`src/rtl/video_gen_frame_sequencer.sv`:
```
`default_nettype none
// +----------------------------------------------------------------------------+
// | Module      : video_gen_frame_sequencer                                    |
// | Description : Frame-accurate run controller for the test-video generator. |
// |               Enables the sync generator, starts and stops runs on frame   |
// |               boundaries, counts frames, rotates the test pattern every    |
// |               PAT_FRAMES frames and reports done/timeout status.           |
// |               Optional macro VIDEO_SEQ_SIZE_CHECK_EN adds a frame-geometry |
// |               checker (hactive/vactive inputs, sticky size_err output).    |
// | Revision    : 1.0 - initial release                                        |
// +----------------------------------------------------------------------------+
module video_gen_frame_sequencer #(
    parameter int PAT_NUM    = 8,
    parameter int PSEL_W     = 3,
    parameter int PAT_FRAMES = 4,
    parameter int TO_W       = 24,
    parameter int TO_CYCLES  = 4000000
) (
    input  logic              pclk,
    input  logic              prst_n,
    input  logic              start,
    input  logic              stop,
    input  logic              abort,
    input  logic [15:0]       frame_num,
    input  logic              vsync,
    input  logic              de,
`ifdef VIDEO_SEQ_SIZE_CHECK_EN
    input  logic [15:0]       hactive,
    input  logic [15:0]       vactive,
    output logic              size_err,
`endif
    output logic              gen_enable,
    output logic [PSEL_W-1:0] pattern_sel,
    output logic [15:0]       frame_cnt,
    output logic              sof,
    output logic              done,
    output logic              busy,
    output logic              timeout_err
);

    // State encoding
    localparam logic [1:0] c_ST_IDLE     = 2'd0;
    localparam logic [1:0] c_ST_WAIT_SOF = 2'd1;
    localparam logic [1:0] c_ST_RUN      = 2'd2;
    localparam logic [1:0] c_ST_DONE     = 2'd3;

    // Per-pattern frame counter only needs to hold 0..PAT_FRAMES-1
    localparam int                c_PF_W      = (PAT_FRAMES > 1) ? $clog2(PAT_FRAMES) : 1;
    localparam logic [c_PF_W-1:0] c_PF_LAST   = c_PF_W'(PAT_FRAMES - 1);
    localparam logic [PSEL_W-1:0] c_PSEL_LAST = PSEL_W'(PAT_NUM - 1);
    localparam logic [TO_W-1:0]   c_TO_LAST   = TO_W'(TO_CYCLES - 1);

    logic [1:0]        r_state;
    logic [1:0]        w_state_nxt;
    logic              r_vsync_d;
    logic [TO_W-1:0]   r_to_cnt;
    logic              r_stop_req;
    logic [c_PF_W-1:0] r_pat_frm;
    logic              r_gen_enable;
    logic [PSEL_W-1:0] r_pattern_sel;
    logic [15:0]       r_frame_cnt;
    logic              r_sof;
    logic              r_timeout_err;

    logic              w_vs_rise;
    logic              w_limit;
    logic              w_accept;
    logic              w_first_sof;
    logic              w_count_frame;
    logic              w_end_run;
    logic              w_timeout;
    logic              w_abort;

    assign w_vs_rise = vsync & ~r_vsync_d;

    // A run ends at the boundary if a stop is pending (or arriving right now)
    // or the requested frame count has been started; equality only, so
    // lowering frame_num below frame_cnt mid-run leaves the run open-ended.
    assign w_limit = r_stop_req | stop |
                     ((frame_num != 16'd0) && (r_frame_cnt == frame_num));

    // State register
    always_ff @(posedge pclk or negedge prst_n) begin
        if (!prst_n) begin
            r_state <= c_ST_IDLE;
        end else begin
            r_state <= w_state_nxt;
        end
    end

    // Next-state decode and per-cycle action strobes; abort has top priority
    always_comb begin
        w_state_nxt   = r_state;
        w_accept      = 1'b0;
        w_first_sof   = 1'b0;
        w_count_frame = 1'b0;
        w_end_run     = 1'b0;
        w_timeout     = 1'b0;
        w_abort       = 1'b0;
        case (r_state)
            c_ST_IDLE: begin
                if (start) begin
                    w_accept    = 1'b1;
                    w_state_nxt = c_ST_WAIT_SOF;
                end
            end
            c_ST_WAIT_SOF: begin
                if (abort) begin
                    w_abort     = 1'b1;
                    w_state_nxt = c_ST_IDLE;
                end else if (w_vs_rise) begin
                    w_first_sof = 1'b1;
                    w_state_nxt = c_ST_RUN;
                end else if (r_to_cnt == c_TO_LAST) begin
                    w_timeout   = 1'b1;
                    w_state_nxt = c_ST_IDLE;
                end
            end
            c_ST_RUN: begin
                if (abort) begin
                    w_abort     = 1'b1;
                    w_state_nxt = c_ST_IDLE;
                end else if (w_vs_rise) begin
                    if (w_limit) begin
                        w_end_run   = 1'b1;
                        w_state_nxt = c_ST_DONE;
                    end else begin
                        w_count_frame = 1'b1;
                    end
                end
            end
            c_ST_DONE: begin
                w_abort     = abort;
                w_state_nxt = c_ST_IDLE;
            end
            default: begin
                w_state_nxt = c_ST_IDLE;
            end
        endcase
    end

    // Run datapath: enable, frame/pattern counters, timeout and status flags
    always_ff @(posedge pclk or negedge prst_n) begin
        if (!prst_n) begin
            r_vsync_d     <= 1'b0;
            r_to_cnt      <= '0;
            r_stop_req    <= 1'b0;
            r_pat_frm     <= '0;
            r_gen_enable  <= 1'b0;
            r_pattern_sel <= '0;
            r_frame_cnt   <= 16'd0;
            r_sof         <= 1'b0;
            r_timeout_err <= 1'b0;
        end else begin
            r_vsync_d <= vsync;
            r_sof     <= w_first_sof | w_count_frame;

            if (w_accept) begin
                r_gen_enable  <= 1'b1;
                r_frame_cnt   <= 16'd0;
                r_pattern_sel <= '0;
                r_pat_frm     <= '0;
                r_to_cnt      <= '0;
                r_stop_req    <= 1'b0;
                r_timeout_err <= 1'b0;
            end else begin
                if (w_abort || w_timeout || w_end_run) begin
                    r_gen_enable <= 1'b0;
                end
                if (w_timeout) begin
                    r_timeout_err <= 1'b1;
                end
                if (r_state == c_ST_WAIT_SOF) begin
                    r_to_cnt <= r_to_cnt + TO_W'(1);
                end
                if ((r_state == c_ST_RUN) && stop) begin
                    r_stop_req <= 1'b1;
                end
                if (w_first_sof) begin
                    r_frame_cnt <= 16'd1;
                end
                if (w_count_frame) begin
                    if (r_frame_cnt != 16'hFFFF) begin
                        r_frame_cnt <= r_frame_cnt + 16'd1;
                    end
                    if (r_pat_frm == c_PF_LAST) begin
                        r_pat_frm <= '0;
                        if (r_pattern_sel == c_PSEL_LAST) begin
                            r_pattern_sel <= '0;
                        end else begin
                            r_pattern_sel <= r_pattern_sel + PSEL_W'(1);
                        end
                    end else begin
                        r_pat_frm <= r_pat_frm + c_PF_W'(1);
                    end
                end
            end
        end
    end

    assign gen_enable  = r_gen_enable;
    assign pattern_sel = r_pattern_sel;
    assign frame_cnt   = r_frame_cnt;
    assign sof         = r_sof;
    assign done        = (r_state == c_ST_DONE);
    assign busy        = (r_state != c_ST_IDLE);
    assign timeout_err = r_timeout_err;

`ifdef VIDEO_SEQ_SIZE_CHECK_EN
    logic        r_de_d;
    logic [15:0] r_line_len;
    logic [15:0] r_line_cnt;
    logic        r_sz_armed;
    logic        r_size_err;
    logic        w_de_fall;
    logic [15:0] w_lines;

    assign w_de_fall = r_de_d & ~de;
    // A line ending on the same cycle as vsync still belongs to the old frame
    assign w_lines   = r_line_cnt + 16'(w_de_fall);

    // Geometry checker; the first frame of a run is only observed, never judged
    always_ff @(posedge pclk or negedge prst_n) begin
        if (!prst_n) begin
            r_de_d     <= 1'b0;
            r_line_len <= 16'd0;
            r_line_cnt <= 16'd0;
            r_sz_armed <= 1'b0;
            r_size_err <= 1'b0;
        end else begin
            r_de_d <= de;
            if (w_accept) begin
                r_line_len <= 16'd0;
                r_line_cnt <= 16'd0;
                r_sz_armed <= 1'b0;
                r_size_err <= 1'b0;
            end else if (r_state == c_ST_RUN) begin
                if (de) begin
                    r_line_len <= r_line_len + 16'd1;
                end else if (w_de_fall) begin
                    if (r_sz_armed && (r_line_len != hactive)) begin
                        r_size_err <= 1'b1;
                    end
                    r_line_len <= 16'd0;
                end
                if (w_vs_rise) begin
                    if (r_sz_armed && (w_lines != vactive)) begin
                        r_size_err <= 1'b1;
                    end
                    r_line_cnt <= 16'd0;
                    r_sz_armed <= 1'b1;
                end else if (w_de_fall) begin
                    r_line_cnt <= r_line_cnt + 16'd1;
                end
            end
        end
    end

    assign size_err = r_size_err;
`else
    // de only feeds the optional geometry checker
    logic w_de_unused;
    assign w_de_unused = de;
`endif

endmodule
`default_nettype wire

```
`config.mk`:
```
export PLATFORM = sky130hd
export DESIGN_NAME = video_gen_frame_sequencer
export DESIGN_NICKNAME = d
export VERILOG_FILES = /design/src/rtl/video_gen_frame_sequencer.sv
export SDC_FILE = /design/constraint.sdc
export NUM_CORES = 1
export LEC_CHECK = 0
export BUFFER_PORTS_ARGS = -buffer_cell sky130_fd_sc_hd__clkbuf_2
export CORE_ASPECT_RATIO = 0.8
export CORE_MARGIN = 10
export CORE_UTILIZATION = 25
export CTS_CLUSTER_DIAMETER = 40
export CTS_CLUSTER_SIZE = 8
export DETAILED_ROUTE_END_ITERATION = 8
export GPL_ROUTABILITY_DRIVEN = 0
export GPL_TIMING_DRIVEN = 0
export MAX_ROUTING_LAYER = met4
export PLACE_DENSITY = 0.52
export REMOVE_ABC_BUFFERS = 1
export SETUP_SLACK_MARGIN = 0.05
export SYNTH_ARGS = -nofsm -noshare
export SYNTH_HDL_FRONTEND = slang
export SYNTH_SLANG_ARGS = --single-unit
```
`constraint.sdc`:
```
create_clock -name pclk -period 2.15 [get_ports pclk]
set_input_delay 0.3225 -clock pclk [delete_from_list [all_inputs] [get_ports pclk]]
set_output_delay 0.3225 -clock pclk [all_outputs]
set_load 0.02 [all_outputs]
```
==> impl_metrics.toml <==
[power_and_ir_drop]
p_leak_nw = 1.85
worst_ir_drop_vdd_mv = 0.281
p_per_area_nw_per_um2 = 572

[synthesis]
syn_avg_cell_area_um2 = 9.14
yosys.cell_types.count = 55
synth_edf_count = 0
synth_commonest_cells = "52 x dfrtp_1, 33 x nand2_1, 26 x nor2_1, 20 x nand3_1, 18 x o21ai_0"
yosys-top-cells-area = "dfrtp_1 42%, xor2_1 4.8%, nand2_1 4.0%, nand4_1 3.4%, nand3_1 3.2%"
synth-simple-area-share_pct = 28.0
yosys-mux-area-fraction_pct = 1.65
yosys_warnings = 0
synth_top_family_by_area = "simple AND/OR/NAND/NOR gates"
synthXorXnorAreaFrac_pct = 5.07
synth_most_common_cell = "dfrtp_1"
ys_seq_elements = 52
ys.flop_type = "dfrtp_1"
ys_seq_area_share_pct = 41.9
synthAdderAreaFrac_pct = 2.01
syn_area_um2 = 3110
postSynth.asyncResetShare_pct = 100
synth_cells = 340
netlist.area_leader.share_pct = 41.9
synth_top_area_cell = "dfrtp_1"
synth_compound_area_share_pct = 18.2

[placement]
dpl_cell_area_um2 = 3480
dp_hpwl_um = 6250
io_buffers = 45

[final_layout]
antennaDiodeCount = 0
nets = 428
syn_to_final_growth_pct = 27.9
fin_area_um2 = 3970
layout-drive-gt1-share_pct = 29.7

[timing]
slew_violations = 0
hold_viol_final = 0
fin_crit_ps = 2060
slew_headroom_pct = 50.9
worst_slew_pin_slew_ps = 736
whs_ps = 115
skew_ps = 8.19
timing.fmax_mhz = 486
finalSetupViolCount = 0
rsz0062_at_grt = "true"
fin_crit_sh_pct = 95.6

[run]
max_cap_viol_count = 0

[global_route]
grt_first_pass_wirelength_um = 14600
antenna_found_initial = 0
grt_max_degree = 53
grt_pass1_vias = 2720
grt_overflow = 0
grt_util_all_layers_pct = 10.7

[routing]
num_vias = 2857
wl_per_cell_um = 16.6
drtIter0Drc = 277
ant_nets = 0
dr.pass1.iters = 4
drc = 0
viasPerCell = 5.17
routed_wl_um = 9180

[die]
io_pins = 47
core_um2 = 12200
initial_core_util_pct = 25.5
std_cell_rows = 36
fp.dieH_um = 120
die_w_um = 145
dieArea_um2 = 17300

[setup_path]
worst_r2r_path_depth = 7
cp-start-kind = "flop"
critPathMaxFanout = 8
reg2reg_from = "frame_cnt[5]$_DFF_PN0_"
cp-end-kind = "flop"
worstPathArrival_ps = 2240
worstSetupPathType = "flop to flop"
crit_required_ps = 2330
crit_chain = "xor2_1, nor4_1, nand4_1, o21a_4, buf_6, a31o_4, o211a_1"
slowest_delay_ps = 470
r2r_slack_ps = 90
slowest_stage = "dfrtp_2"
crit_start = "frame_cnt[5]$_DFF_PN0_"

[clock_tree]
postCtsHoldBufs = 0
clkTransAtPathRegs_ps = 70
clock_latency_ps = 290
cts_inserted_buffers = 5
cts_root_buf = "clkbuf_16"
h-tree-depth = 2
clock_path_buffers = 2
cts_tree = "built"
cts_sinks = 52

[worst_hold_path]
hold_path.class = "input port to async pin"

[outcome]
status = "completed"
[final timing paths]
| path | endpoint |
|---|---|
| max | frame_cnt[15]$_DFF_PN0_ |
| min | r_to_cnt[21]$_DFFE_PN0P_ |
| max reg2reg | frame_cnt[15]$_DFF_PN0_ |
| min reg2reg | r_to_cnt[21]$_DFFE_PN0P_ |
| max in group asynchronous | frame_cnt[2]$_DFF_PN0_ |
| min in group pclk | r_vsync_d$_DFF_PN0_ |
[cells in the final DEF, fill, tap and decap left out, types with 3 or more instances in the layout]
cell and instances:
a21o_1 6, a21oi_1 7, a31oi_1 5, and2_1 5, and3_1 9, and4_1 3, buf_4 17, buf_6 4
clkbuf_16 5, clkbuf_2 44, dfrtp_1 39, dfrtp_2 13, ha_1 4, inv_1 10, mux2i_1 4, nand2_1 32
nand3_1 19, nand4_1 17, nor2_1 24, nor3_1 5, nor4_1 9, nor4_2 3, nor4_4 3, o211a_1 4
o211ai_1 10, o21ai_0 18, o31ai_1 7, or3_1 4, xor2_1 17
[power by group]
part | total, mW | internal (mW) | switching (mW)
Clock | 0.825 | 0.460 | 0.364
Sequential | 1.09 | 1.02 | 0.0657
Combinational | 0.359 | 0.126 | 0.233
Total | 2.27 | 1.61 | 0.663
[state kept, by name, summed over array words and instances (netlist names), 2 cells and up]
| register | cells |
|---|---|
| frame_cnt | 16 |
| pattern_sel | 3 |
| r_pat_frm | 2 |
| r_state | 2 |
| r_to_cnt | 24 |
[metrics by stage]
step                      utilization, %  setup WS (ps)  TNS [ps]  instances  total power [mW]
after global placement              28.5          -1210    -17110        523              1.41
after global routing                32.7           15.3         0        553              2.40
after CTS                           31.1           45.4         0        543              2.26
after detailed placement            28.6           -659     -7800        524              1.42
after floorplan                        -           -257     -1080        326              1.28
final                               32.7           94.1         0        553              2.27
[routing by layer]
layer	vias up	track usage [%]	part of all wire (%)
met5	-	-	0
met4	0	2.77	0.89
met3	4	2.21	4.9
met2	63	14.6	42
met1	1377	15.6	52
li1	1413	-	-
[kinds of logic after synthesis]
kind of cell,count (synthesis)
flip-flops,52
multiplexers,5
buffers and inverters,24
adder cells (fa/ha/maj),5
AO/OA/AOI/OAI,81
XOR/XNOR,18
AND/OR/NAND/NOR,155
[final cells by class]
cell class	instances	area (um2)
Inverter	10	37.5
Sequential cell	52	1320
Timing Repair Buffer	66	400
Multi-Input combinational cell	265	1880
Tap cell	152	190
Fill cell	1270	8190
Clock inverter	2	10.0
Clock buffer	6	139
[what timing repair did]
item / in CTS / in global routing
pin swaps: 4 / 18
buffers inserted: 10 / 10
gates cloned: 1 / 0
setup endpoints to repair: 26 / 30
gates resized for setup: 19 / 26
[critical path: cells and delay by family (launching register included)]
family | cells | cell delay, ps
AO/OA/AOI/OAI | 3 | 630
XOR/XNOR | 1 | 170
buffers and inverters | 1 | 130
flip-flops | 1 | 470
AND/OR/NAND/NOR | 2 | 540
No activity file was read; power rests on OpenSTA's default activity.
